[config.mk]
export PLATFORM = sky130hd
export DESIGN_NAME = ptw_req_scheduler
export DESIGN_NICKNAME = d
export VERILOG_FILES = /design/src/rtl/ptw_req_scheduler_pkg.sv /design/src/rtl/ptw_req_scheduler_rr_pick.sv /design/src/rtl/ptw_req_scheduler.sv
export SDC_FILE = /design/constraint.sdc
export NUM_CORES = 1
export LEC_CHECK = 0
export CAP_MARGIN = 20
export CORE_ASPECT_RATIO = 1.75
export CORE_MARGIN = 5
export CORE_UTILIZATION = 25
export CTS_CLUSTER_DIAMETER = 120
export CTS_CLUSTER_SIZE = 40
export DETAILED_ROUTE_END_ITERATION = 16
export PLACE_DENSITY = 0.78
export SETUP_SLACK_MARGIN = 0.4
export SYNTH_ARGS = -nofsm -noshare
export SYNTH_HDL_FRONTEND = slang
export SYNTH_SLANG_ARGS = --single-unit
[constraint.sdc]
create_clock -name clk -period 1.4 [get_ports clk]
set_clock_uncertainty 0.15 [all_clocks]
set_input_delay 0.28 -clock clk [delete_from_list [all_inputs] [get_ports clk]]
set_output_delay 0.28 -clock clk [all_outputs]
set_load 0.02 [all_outputs]
[src/rtl/ptw_req_scheduler_pkg.sv]
// Shared types and helpers for the PTW request scheduler and its picker.
package ptw_sched_pkg;

  typedef enum logic [1:0] {
    ST_IDLE  = 2'd0,
    ST_ISSUE = 2'd1,
    ST_WAIT  = 2'd2,
    ST_DRAIN = 2'd3
  } ptw_state_e;

  // Width of a requester index; a single requester still needs one bit.
  function automatic int unsigned idx_w(input int unsigned n);
    return (n > 1) ? $clog2(n) : 1;
  endfunction

endpackage

[src/rtl/ptw_req_scheduler_rr_pick.sv]
// Combinational round-robin picker: first valid requester after 'last'.
module rr_pick
  import ptw_sched_pkg::*;
#(
  parameter  int unsigned NUM_REQ = 2,
  localparam int unsigned IDX_W   = idx_w(NUM_REQ)
) (
  input  logic [NUM_REQ-1:0] valid,
  input  logic [IDX_W-1:0]   last,
  output logic [NUM_REQ-1:0] grant,
  output logic [IDX_W-1:0]   idx,
  output logic               any
);

  // Scan last+1, last+2, ... modulo NUM_REQ; the first valid entry wins.
  always_comb begin
    int unsigned pos;
    logic [IDX_W-1:0] sel;
    grant = '0;
    idx   = '0;
    any   = 1'b0;
    pos   = 0;
    sel   = '0;
    for (int unsigned off = 1; off <= NUM_REQ; off++) begin
      pos = (32'(last) + off) % NUM_REQ;
      sel = IDX_W'(pos);
      if (!any && valid[sel]) begin
        any        = 1'b1;
        grant[sel] = 1'b1;
        idx        = sel;
      end
    end
  end

endmodule

[src/rtl/ptw_req_scheduler.sv]
// Round-robin arbiter sharing one PTW request port among NUM_REQ TLBs,
// with a single outstanding walk, response routing and flush/drain.
module ptw_req_scheduler
  import ptw_sched_pkg::*;
#(
  parameter int unsigned NUM_REQ = 2,
  parameter int unsigned ADDR_W  = 20,
  parameter int unsigned RESP_W  = 64
) (
  input  logic                      clk,
  input  logic                      rstnn,
  input  logic [NUM_REQ-1:0]        req_valid,
  output logic [NUM_REQ-1:0]        req_ready,
  input  logic [NUM_REQ*ADDR_W-1:0] req_addr,
  input  logic [NUM_REQ-1:0]        req_need_gpa,
  output logic                      ptw_valid,
  input  logic                      ptw_ready,
  output logic [ADDR_W-1:0]         ptw_addr,
  output logic                      ptw_need_gpa,
  input  logic                      ptw_resp_valid,
  input  logic [RESP_W-1:0]         ptw_resp_data,
  output logic [NUM_REQ-1:0]        resp_valid,
  output logic [RESP_W-1:0]         resp_data,
  input  logic                      flush,
  output logic                      busy,
  output logic                      spurious_err
);

  localparam int unsigned      IDX_W    = idx_w(NUM_REQ);
  localparam logic [IDX_W-1:0] LAST_RST = IDX_W'(NUM_REQ - 1);

  ptw_state_e         state_q, state_d;
  logic [IDX_W-1:0]   last_q, owner_q;
  logic [ADDR_W-1:0]  addr_q;
  logic               gpa_q;
  logic               spur_q;

  logic [NUM_REQ-1:0] pick_grant;
  logic [IDX_W-1:0]   pick_idx;
  logic               pick_any;
  logic               grant_fire;

  rr_pick #(.NUM_REQ(NUM_REQ)) u_pick (
    .valid (req_valid),
    .last  (last_q),
    .grant (pick_grant),
    .idx   (pick_idx),
    .any   (pick_any)
  );

  assign grant_fire = (state_q == ST_IDLE) && !flush && pick_any;

  // Next-state, request accept and response demux.
  always_comb begin
    state_d    = state_q;
    req_ready  = '0;
    resp_valid = '0;
    case (state_q)
      ST_IDLE: begin
        if (grant_fire) begin
          req_ready = pick_grant;
          state_d   = ST_ISSUE;
        end
      end
      ST_ISSUE: begin
        // An accepted request must be drained even if flushed this cycle.
        if (ptw_ready)  state_d = flush ? ST_DRAIN : ST_WAIT;
        else if (flush) state_d = ST_IDLE;
      end
      ST_WAIT: begin
        if (ptw_resp_valid) begin
          resp_valid[owner_q] = 1'b1;
          state_d             = ST_IDLE;
        end else if (flush) begin
          state_d = ST_DRAIN;
        end
      end
      ST_DRAIN: begin
        if (ptw_resp_valid) state_d = ST_IDLE;
      end
      default: state_d = ST_IDLE;
    endcase
  end

  // State register.
  always_ff @(posedge clk or negedge rstnn) begin
    if (!rstnn) state_q <= ST_IDLE;
    else        state_q <= state_d;
  end

  // Capture the granted request payload and rotation pointers.
  always_ff @(posedge clk or negedge rstnn) begin
    if (!rstnn) begin
      last_q  <= LAST_RST;
      owner_q <= '0;
      addr_q  <= '0;
      gpa_q   <= 1'b0;
    end else if (grant_fire) begin
      last_q  <= pick_idx;
      owner_q <= pick_idx;
      addr_q  <= req_addr[pick_idx*ADDR_W +: ADDR_W];
      gpa_q   <= req_need_gpa[pick_idx];
    end
  end

  // Sticky flag for responses that arrive with no walk outstanding.
  always_ff @(posedge clk or negedge rstnn) begin
    if (!rstnn) begin
      spur_q <= 1'b0;
    end else if (ptw_resp_valid && (state_q == ST_IDLE || state_q == ST_ISSUE)) begin
      spur_q <= 1'b1;
    end
  end

  assign ptw_valid    = (state_q == ST_ISSUE);
  assign ptw_addr     = addr_q;
  assign ptw_need_gpa = gpa_q;
  assign resp_data    = ptw_resp_data;
  assign busy         = (state_q != ST_IDLE);
  assign spurious_err = spur_q;

endmodule

==> flow_summary_export.csv, run 1 <==
group,metric,value,unit
floorplanning,chipWidth,73.6,µm
hold_path,hold_class,"in -> async",
critical_path,crit_path_max_fanout,3,
route,ant_nets,0,
clock_tree,cts_buffer_depth,2,
yosys,ys_ff_latch,26,
power_and_ir_drop,powerDensity,1870,nW/µm²
yosys,ys_warn_count,0,
timing,hold_violations,0,
global_routing,grt_pass1_wl,8590,µm
yosys,syn-instance-count,204,
timing,timing.final.crit_share,124,%
yosys,netlist_area,1770,µm²
power_and_ir_drop,leakage,0.00131,µW
cells_and_area,antenna_cells,0,
critical_path,crit_arrival,1.30,ns
timing,fmax,578,MHz
yosys,yosys.area.top_type,"dfrtp_1",
cells_and_area,area_growth,39.2,%
floorplanning,dieArea,8930,µm²
timing,slew_violations,0,
power_and_ir_drop,p_total,4610,µW
timing,slew_headroom,79.1,%
critical_path,crit_type,"reg -> out",
global_routing,grt-ovfl-total,0,
timing,whs,0.192,ns
route,drc,0,
yosys,seq_area_frac_synth,36.8,%
floorplanning,ios,205,
timing,setup_viol,29,
cells_and_area,drive_above_1_share,27.7,%
critical_path,cp.required,0.97,ns
global_routing,grt_max_degree,23,
clock_tree,clock-sinks,26,
yosys,ys_top_cells_by_area,"dfrtp_1, buf_4, inv_1",
critical_path,rr_worst_depth,7,
floorplanning,coreArea,6910,µm²
yosys,synthArstFlopShare,100,%
timing,fin_ws,-0.330,ns
placed_design,port_buffers,76,
run_status,status,"complete, but fails checks",
timing,tns,-6.89,ns
floorplanning,start_util,25.6,%
timing,post-route-min-period,1.73,ns
clock_tree,path_clk_slew,0.07,ns
route,vias,1446,
clock_tree,cts_hold_buffers,0,
run_status,violations,"setup timing",
cells_and_area,n_fill_cell,698,
clock_tree,cts_tree,"done",
yosys,syn_area_per_cell,8.67,µm²
yosys,syn_nets,317,
run,max-cap-violations,0,
clock_tree,clkLatencyLatePin,0.27,ns
yosys,synthDistinctLibCells,23,
global_routing,grt_use_total,13.4,%
floorplanning,dieHeight,121,µm
power_and_ir_drop,irDropWorstVdd,0.950,mV
placed_design,pre_cts_slack,-0.895,ns
route,wirelength,6340,µm
yosys,dominantRegCellSynth,"dfrtp_1",
route,drtPass1Iterations,5,
route,viasPerCell,4.53,
route,drt_iter0_drc,69,
critical_path,end_kind,"output pin",
timing,grt_setup_unrepaired,"yes",
global_routing,grt_pass1_vias,1541,
placed_design,hpwl,5010,µm
floorplanning,rows,40,
global_routing,antenna_found_initial,0,
clock_tree,htreeDepth,1,
timing,worstMarginPinSlew,0.309,ns
route,wl_per_cell,19.9,µm
cells_and_area,nets,349,
yosys,synthTopCellsByCount,"buf_4, inv_1, dfrtp_1, a222oi_1, nand2_1",
clock_tree,numCtsBuffers,3,
yosys,synth_enable_flop_cells,0,
yosys,synth_top_area_share,35.4,%
placed_design,routabilityCongestion,0.746,
critical_path,start_kind,"register",
clock_tree,cts-root-buf,"clkbuf_16",
==> final cells by class <==
cell class                      count  area (µm²)  area share (%)
Timing Repair Buffer               98         993            40.3
Sequential cell                    26         652            26.5
Multi-Input combinational cell     43         383            15.5
Inverter                           64         240            9.76
Tap cell                           84         105            4.27
Clock buffer                        4        88.8            3.61
==> final timing paths <==
check,start,end,slack [ns]
worst max-delay path,state_q[1]$_DFFE_PN0P_,req_ready[1],-0.33
worst min-delay path,rstnn,ptw_addr[13]$_DFFE_PN0P_,0.19
worst max register to register,state_q[1]$_DFFE_PN0P_,ptw_addr[3]$_DFFE_PN0P_,-0.30
worst min register to register,ptw_addr[2]$_DFFE_PN0P_,ptw_addr[2]$_DFFE_PN0P_,0.40
max in group asynchronous,rstnn,last_q$_DFFE_PN1P_,0.68
min in group clk,ptw_resp_valid,state_q[1]$_DFFE_PN0P_,0.24
==> power by group <==
| group | leakage, µW | switching [µW] | internal (µW) |
|---|---|---|---|
| clock network | 0.0000442 | 286 | 439 |
| registers | 0.000283 | 268 | 1110 |
| logic | 0.000981 | 1130 | 1380 |
==> cell families after synthesis <==
| family | share of synthesized area (%) |
|---|---|
| xor gates and xnor gates | 0.495 |
| and+or+nand+nor | 4.67 |
| buffers and inverters | 43.7 |
| AOI/OAI and AO/OA | 14.3 |
| DFF | 36.8 |
==> sequential cells by signal, summed over array words and instances (netlist names) <==
name / count
owner_q: 1
state_q: 2
last_q: 1
ptw_addr: 20
spurious_err: 1
ptw_need_gpa: 1
==> layer usage <==
metal | GRT usage (%) | part of all wire, %
met5 | 0 | 0
met4 | 15.3 | 12
met3 | 8.21 | 19
met2 | 21.4 | 44
met1 | 9.52 | 25
==> worst max-delay path, stage by stage, from the launching register on <==
cell	delay, ns
dfrtp_1	0.41
buf_6	0.13
nor3_4	0.14
and3_4	0.23
buf_6	0.12
==> layout by cell type (no fill, tap or decap) <==
cell type	count
buf_6	30
clkbuf_16	3
dlymetal6s2s_1	1
nand2_2	2
buf_12	2
a31oi_1	1
and3_4	2
a222oi_1	21
dlygate4sd2_1	2
nor3_2	1
o21ai_2	1
buf_4	18
nand2_1	2
dfstp_2	1
clkdlybuf4s50_1	45
o311ai_0	1
clkbuf_8	1
dfrtp_1	25
nor2_1	2
xnor2_1	1
a21o_1	1
o21ai_1	1
or2_4	1
nand2b_1	1
a21oi_1	2
inv_1	64
nor3b_2	1
nor3_4	1
nor2b_4	1
==> through the flow <==
stage / area (µm²) / utilization, % / cells
4_1_cts: 2370 / 34.3 / 312
2_1_floorplan: 1780 / - / 204
3_5_place_dp: 2220 / 32.1 / 304
5_1_grt: 2460 / 35.7 / 319
3_3_place_gp: 2220 / 32.1 / 304
6_report: 2460 / 35.7 / 319
==> what timing repair did <==
| action | 4_1_cts | 5_1_grt |
|---|---|---|
| setup buffers | 4 | 7 |
| pin swaps | 3 | 3 |
| endpoints found under the setup margin | 54 | 54 |
| hold endpoints to repair | 0 | 0 |
| gates resized for setup | 171 | 13 |
No activity file was read; power rests on OpenSTA's default activity.
==> run 2, diff against run 1 <==
--- a/config.mk
+++ b/config.mk
@@ -7,12 +7,12 @@
 export LEC_CHECK = 0
 export CAP_MARGIN = 20
 export CORE_ASPECT_RATIO = 1.75
-export CORE_MARGIN = 5
-export CORE_UTILIZATION = 25
+export CORE_UTILIZATION = 27
 export CTS_CLUSTER_DIAMETER = 120
 export CTS_CLUSTER_SIZE = 40
 export DETAILED_ROUTE_END_ITERATION = 16
-export PLACE_DENSITY = 0.78
+export MAX_ROUTING_LAYER = met4
+export PLACE_DENSITY = 0.81
 export SETUP_SLACK_MARGIN = 0.4
 export SYNTH_ARGS = -nofsm -noshare
 export SYNTH_HDL_FRONTEND = slang
==> constraint.sdc (replaced) <==
create_clock -name clk -period 1.6 [get_ports clk]
set_clock_uncertainty 0.15 [all_clocks]
set_input_delay 0.32 -clock clk [delete_from_list [all_inputs] [get_ports clk]]
set_output_delay 0.32 -clock clk [all_outputs]
set_load 0.02 [all_outputs]
==> run 2 against run 1 <==
  * The run now fails in detailed routing
  * Area after synthesis unchanged
  * Global-route usage is 1.4 points higher
  * Synthesized cell count did not move
==> flow_summary_export.csv, run 2 <==
group,metric,value,unit
run_status,status,"did not finish",
run_status,haltStage,"detailed routing",
run_status,stop_error,"[ERROR DRT-0255] Maze Route cannot find path of net ptw_resp_data[51] in worker of routeBox ( 48300 0 ) ( 63190 48300 ).",
placed_design,port_buffers,76,
yosys,synth_top_area_share,35.4,%
placed_design,post_dp_cell_area,2220,µm²
floorplanning,dieHeight,109,µm
yosys,synth_enable_flop_cells,0,
clock_tree,htreeDepth,1,
yosys,synthDistinctLibCells,23,
floorplanning,ios,205,
clock_tree,cts_buffer_depth,2,
placed_design,hpwl,3650,µm
floorplanning,chipWidth,63.2,µm
global_routing,grt_pass1_vias,1501,
global_routing,antenna_found_initial,0,
clock_tree,cts-root-buf,"clkbuf_8",
yosys,netlist_area,1770,µm²
yosys,ys_top_cells_by_area,"dfrtp_1, buf_4, inv_1",
yosys,synthArstFlopShare,100,%
global_routing,grt_pass1_wl,7400,µm
floorplanning,rows,38,
clock_tree,numCtsBuffers,3,
global_routing,grt_max_degree,27,
yosys,dominantRegCellSynth,"dfrtp_1",
yosys,syn-instance-count,204,
yosys,yosys.area.top_type,"dfrtp_1",
clock_tree,clock-sinks,26,
global_routing,grt_use_total,14.9,%
placed_design,routabilityCongestion,0.722,
yosys,ys_ff_latch,26,
yosys,syn_nets,317,
timing,grt-worst-endpoint,"req_ready[1]",
timing,worstEpCategory,"primary output",
floorplanning,start_util,28.2,%
yosys,ys_warn_count,0,
yosys,syn_area_per_cell,8.67,µm²
global_routing,grt-ovfl-total,0,
yosys,synthTopCellsByCount,"buf_4, inv_1, dfrtp_1, a222oi_1, nand2_1",
yosys,seq_area_frac_synth,36.8,%
-- run 2: per-stage QoR --
stage	cells	setup WS, ns	TNS, ns	utilization, %
floorplan	204	0.0644	0	-
global placement	301	-0.771	-12.28	35.3
detailed placement	301	-0.788	-13.01	35.3
CTS	309	-0.187	-1.50	37.5
global route	314	-0.194	-2.60	38.3
-- run 2: cell families after synthesis --
| kind of cell | Yosys count | share of synthesized area (%) |
|---|---|---|
| flops | 26 | 36.8 |
| buf+inv | 135 | 43.7 |
| simple gates | 14 | 4.67 |
| xor+xnor | 1 | 0.495 |
| compound gates | 28 | 14.3 |
-- run 2: per-layer routing --
layer	global-route usage [%]
met3	1.67
met5	-
met2	27.8
met1	11.6
met4	16.2
-- run 2: timing repair --
action | in CTS | in global routing
pin swaps | 4 | 7
hold endpoints to repair | 0 | 0
setup buffers | 4 | 5
resized for setup | 179 | 2
endpoints found under the setup margin | 53 | 53
hold buffers | 0 | 0
==> run 3, diff against run 2 <==
==> config.mk (replaced) <==
export PLATFORM = sky130hd
export DESIGN_NAME = ptw_req_scheduler
export DESIGN_NICKNAME = d
export VERILOG_FILES = /design/src/rtl/ptw_req_scheduler_pkg.sv /design/src/rtl/ptw_req_scheduler_rr_pick.sv /design/src/rtl/ptw_req_scheduler.sv
export SDC_FILE = /design/constraint.sdc
export NUM_CORES = 1
export LEC_CHECK = 0
export CAP_MARGIN = 20
export CORE_UTILIZATION = 20
export DETAILED_ROUTE_END_ITERATION = 16
export PLACE_DENSITY_LB_ADDON = 0.15
export SYNTH_ARGS = -nofsm -noshare
export SYNTH_HDL_FRONTEND = slang
export SYNTH_SLANG_ARGS = --single-unit
==> run 3 against run 2 <==
  * The flow now finishes, with violations (setup timing)
  * Global-route usage is 5.1 points lower
==> flow_summary_export.csv, run 3 (synthesized netlist as in run 1, its figures left out) <==
group,metric,value,unit
run_status,status,"complete, but fails checks",
run_status,violations,"setup timing",
route,ant_nets,0,
critical_path,rr_worst_depth,4,
global_routing,grt_use_total,9.81,%
floorplanning,dieHeight,96.1,µm
timing,fin_ws,-0.118,ns
critical_path,end_kind,"output pin",
timing,post-route-min-period,1.72,ns
power_and_ir_drop,swShare,37.8,%
critical_path,timing.rr.start,"last_q$_DFFE_PN1P_",
global_routing,grt_pass1_vias,1375,
critical_path,crit_path_max_fanout,3,
floorplanning,start_util,21.1,%
power_and_ir_drop,powerDensity,1490,nW/µm²
floorplanning,coreArea,8380,µm²
clock_tree,htreeDepth,1,
cells_and_area,antenna_cells,0,
route,wirelength,4290,µm
cells_and_area,fin_area,2350,µm²
route,vias,1344,
power_and_ir_drop,internal_power,2180,µW
route,drt_iter0_drc,103,
power_and_ir_drop,irDropWorstVdd,0.463,mV
cells_and_area,layout.cells.non_filler,332,
placed_design,hpwl,3010,µm
hold_path,hold_class,"in -> async",
floorplanning,rows,33,
cells_and_area,n_fill_cell,882,
timing,timing.final.crit_share,107,%
placed_design,post_dp_cell_area,2240,µm²
clock_tree,clkLatencyLatePin,0.27,ns
route,drtPass1Iterations,6,
timing,hold_violations,0,
cells_and_area,largest_register_ffs,20,
clock_tree,clock-sinks,26,
timing,fmax,582,MHz
placed_design,routabilityCongestion,0.695,
clock_tree,numCtsBuffers,3,
power_and_ir_drop,power_frac_comb,51.7,%
cells_and_area,final_cell_mix,"inv_1, clkdlybuf4s50_1, dlygate4sd2_1, dfrtp_1, a222oi_1",
cells_and_area,drive_above_1_share,15.0,%
global_routing,antenna_found_initial,0,
critical_path,crit_arrival,1.25,ns
route,viasPerCell,4.05,
clock_tree,path_clk_slew,0.10,ns
power_and_ir_drop,leakage,0.00122,µW
cells_and_area,nets,341,
clock_tree,cts_tree,"done",
critical_path,start_kind,"register",
placed_design,port_buffers,76,
clock_tree,cts-root-buf,"clkbuf_8",
power_and_ir_drop,seqPwrFrac,32.2,%
clock_tree,cts_buffer_depth,2,
timing,slew_headroom,79.9,%
timing,slew_violations,0,
critical_path,crit_type,"reg -> out",
floorplanning,dieArea,9230,µm²
timing,grt_setup_unrepaired,"yes",
power_and_ir_drop,pwr-share-clk,16.0,%
floorplanning,ios,205,
cells_and_area,area_growth,33.1,%
global_routing,grt_pass1_wl,6730,µm
power_and_ir_drop,p_switching,1320,µW
timing,setup_viol,8,
power_and_ir_drop,p_total,3500,µW
floorplanning,chipWidth,96.1,µm
route,drc,0,
critical_path,reg2reg_setup_slack,0,ns
timing,whs,0.236,ns
route,wl_per_cell,12.9,µm
critical_path,cp.required,1.13,ns
critical_path,reg2reg_to,"ptw_addr[6]$_DFFE_PN0P_",
global_routing,grt_max_degree,27,
timing,worstMarginPinSlew,0.298,ns
run,max-cap-violations,0,
cells_and_area,final_common_cell,"inv_1",
placed_design,place_inst,325,
global_routing,grt-ovfl-total,0,
clock_tree,cts_hold_buffers,0,
==> run 3: critical path, cell delays in order (launching register included) <==
cell and delay [ns]:
dfstp_2 0.56, nand2b_1 0.10, and3_4 0.20, buf_6 0.11
==> run 3: power by group through the flow <==
| stage | sequential [µW] | clock [µW] | combinational (µW) |
|---|---|---|---|
| after detailed placement | 1140 | 0 | 1880 |
| after floorplan | 1460 | 0 | 821 |
| after global placement | 1150 | 0 | 1880 |
| final | 1130 | 561 | 1810 |
| after global routing | 1180 | 617 | 1990 |
| after CTS | 1130 | 601 | 1740 |
==> run 3: through the flow <==
stage | utilization [%] | setup TNS (ns) | setup slack, ns
after floorplan | - | 0 | 0.0230
after global placement | 26.7 | -12.40 | -0.704
after detailed placement | 26.7 | -12.58 | -0.702
after CTS | 27.4 | -0.835 | -0.150
after global routing | 28.1 | -2.27 | -0.189
final | 28.1 | -0.492 | -0.118
==> run 3: repair_timing <==
action / CTS / global route
pin swaps: 2 / 2
hold endpoints to repair: 0 / 0
gates cloned: 0 / 0
setup endpoints to repair: 49 / 27
buffers inserted: 1 / 2
gates resized for setup: 63 / 11
==> run 3: area by class of cell <==
cell class	instances	area [µm²]	area share, %
inverters	64	240	10.2
multi-input cells	43	385	16.4
flip-flops and latches	26	652	27.7
repair buffers	90	875	37.1
clock inverters	1	30.0	1.28
well taps	105	131	5.58
clock buffers	3	41.3	1.75
==> run 3: how the worst max path moves through the flow <==
stage,slack (ns),end,start,cells after the start
CTS,-0.15,req_ready[0],last_q$_DFFE_PN1P_,3
floorplan,0.02,req_ready[1],state_q[1]$_DFFE_PN0P_,3
global placement,-0.70,req_ready[1],flush,4
detailed placement,-0.70,req_ready[1],flush,4
global route,-0.19,req_ready[1],state_q[1]$_DFFE_PN0P_,3
finish,-0.12,req_ready[0],last_q$_DFFE_PN1P_,3
==> run 3: layer usage <==
layer	global-route usage, %	routed length (µm)
met1	11.3	1750
met2	15.8	1870
met3	4.19	594
met4	4.10	77
met5	0	0
==> run 4, diff against run 3 <==
--- a/config.mk
+++ b/config.mk
@@ -8,6 +8,7 @@
 export CAP_MARGIN = 20
 export CORE_UTILIZATION = 20
 export DETAILED_ROUTE_END_ITERATION = 16
+export GPL_TIMING_DRIVEN = 0
 export PLACE_DENSITY_LB_ADDON = 0.15
 export SYNTH_ARGS = -nofsm -noshare
 export SYNTH_HDL_FRONTEND = slang
==> run 4 against run 3 <==
  * The flow still finishes with violations (setup timing)
  * Non-clock buffer count increased by 137
  * Core utilization grew 15 points
  * Fmax decreased by 6.7%
  * Routed wire length increased by 32%
  * Combinational power is 31% higher
  * Global-route usage is 1.7 points higher
  * Register-to-register slack got worse by 0.21 ns
  * Clock power shrank 20%
  * Sequential share of layout area fell by 9.5 points
  * Worst setup slack got worse by 0.12 ns
  * Critical path type unchanged
  * Critical endpoint is now req_ready[1]
  * Largest cell class unchanged
  * Largest power group unchanged
==> flow_summary_export.csv, run 4 (synthesized netlist as in run 1, its figures left out) <==
group,metric,value,unit
global_routing,grt_use_total,11.5,%
critical_path,startpoint,"state_q[1]$_DFFE_PN0P_",
timing,grt_setup_unrepaired,"yes",
critical_path,end_kind,"output pin",
route,drc,0,
clock_tree,path_clk_slew,0.10,ns
route,ant_nets,0,
route,wirelength,5650,µm
critical_path,timing.rr.start,"last_q$_DFFE_PN1P_",
power_and_ir_drop,powerDensity,1090,nW/µm²
cells_and_area,nets,478,
route,drtPass1Iterations,7,
floorplanning,rows,33,
clock_tree,cts-root-buf,"clkbuf_8",
floorplanning,dieArea,9230,µm²
cells_and_area,final_common_cell,"clkdlybuf4s50_1",
global_routing,grt_pass1_wl,8120,µm
clock_tree,cts_tree,"done",
floorplanning,dieHeight,96.1,µm
timing,slew_headroom,50.2,%
clock_tree,clkLatencyLatePin,0.28,ns
critical_path,crit_type,"reg -> out",
floorplanning,coreArea,8380,µm²
route,wl_met3,794,µm
critical_path,crit_arrival,1.37,ns
global_routing,antenna_found_initial,0,
timing,post-route-min-period,1.84,ns
timing,hold_violations,0,
global_routing,grt-ovfl-total,0,
route,drt_iter0_drc,126,
critical_path,cp_num_buf_inv,2,
timing,slew_violations,0,
hold_path,hold_start,"req_valid[0]",
critical_path,start_kind,"register",
placed_design,pre_cts_slack,-1.17,ns
cells_and_area,final_core_util,43.1,%
route,wl_per_cell,12.0,µm
placed_design,hpwl,4180,µm
cells_and_area,final_cell_mix,"clkdlybuf4s50_1, buf_4, inv_1",
clock_tree,numCtsBuffers,3,
clock_tree,cts_buffer_depth,2,
power_and_ir_drop,leakage,0.00184,µW
global_routing,grt_pass1_vias,1767,
hold_path,hold_class,"in -> reg",
timing,tns,-2.52,ns
placed_design,routabilityCongestion,0.664,
route,viasPerCell,3.99,
cells_and_area,n_fill_cell,852,
clock_tree,htreeDepth,1,
critical_path,path_cells,"nor3_4, and3_4, buf_8, buf_6",
timing,timing.final.crit_share,115,%
global_routing,grt_max_degree,15,
run_status,violations,"setup timing",
run,max-cap-violations,0,
power_and_ir_drop,p_total,3950,µW
floorplanning,ios,205,
run_status,status,"complete, but fails checks",
route,m1WireLength,2170,µm
timing,worstMarginPinSlew,0.745,ns
critical_path,critical_path.max_stage_delay,0.44,ns
cells_and_area,area_growth,104,%
critical_path,cp_slowest_cell,"dfrtp_2",
floorplanning,start_util,21.1,%
route,vias,1870,
route,highest_layer,"met4",
timing,fmax,543,MHz
clock_tree,clock-sinks,26,
critical_path,crit_path_max_fanout,3,
cells_and_area,largest_register_ffs,20,
cells_and_area,drive_above_1_share,29.9,%
critical_path,cpLargestDelayFamily,"flip-flops",
placed_design,port_buffers,140,
timing,setup_viol,27,
cells_and_area,antenna_cells,0,
route,wl_met2,2640,µm
timing,fin_ws,-0.242,ns
power_and_ir_drop,irDropWorstVdd,0.469,mV
floorplanning,chipWidth,96.1,µm
timing,whs,0.282,ns
critical_path,cp.required,1.13,ns
-- run 4: cell types whose count changed in the layout (fill, tap and decap cells not counted), moves of 2 or more --
cell and change:
buf_6 +4, buf_4 +64, buf_8 +4, dfrtp_2 +2, buf_16 +2, dfrtp_1 -2, buf_12 -2, clkdlybuf4s50_1 +63
-- run 4: final timing paths --
kind / depth (start not counted) / to / slack (ns)
worst max-delay path: 4 / req_ready[1] / -0.24
worst min-delay path: 2 / last_q$_DFFE_PN1P_ / 0.28
worst max register to register: 6 / ptw_addr[5]$_DFFE_PN0P_ / -0.21
worst min register to register: 1 / spurious_err$_DFFE_PN0P_ / 0.32
max in group asynchronous: 2 / last_q$_DFFE_PN1P_ / 0.37
min in group asynchronous: 1 / state_q[1]$_DFFE_PN0P_ / 0.32
-- run 4: routing by layer --
layer	track usage, %	vias to the layer above
li1	-	902
met1	13.2	825
met2	20.3	139
met3	3.79	4
met4	3.48	0
met5	0	-
-- run 4: final cells by class --
| cell class | instances | area, µm² | share of cell area (%) |
|---|---|---|---|
| repair buffers | 157 | 1580 | 43.9 |
| clock buffers | 4 | 55.1 | 1.53 |
| multi-input cells | 43 | 380 | 10.5 |
| flip-flops and latches | 26 | 654 | 18.1 |
| plain buffers | 70 | 563 | 15.6 |
| inverters | 64 | 240 | 6.66 |
| well taps | 105 | 131 | 3.64 |
-- run 4: repair_timing --
action                                  in CTS  in global routing
hold buffers                                 0                  0
gates resized for setup                     84                 13
pin swaps                                   24                  6
buffers inserted                            11                  3
gates cloned                                 2                  0
endpoints found under the setup margin      48                 27
-- run 4: through the flow --
step                cells  area (µm²)
global route          469        3610
global placement      449        3300
detailed placement    450        3330
finish                469        3610
CTS                   467        3560
floorplan             204        1770
-- run 4: where the power goes --
| group | leakage, µW | switching [µW] | internal (µW) |
|---|---|---|---|
| clock network | 0.0000288 | 226 | 221 |
| logic | 0.00153 | 1140 | 1240 |
| registers | 0.000280 | 164 | 967 |
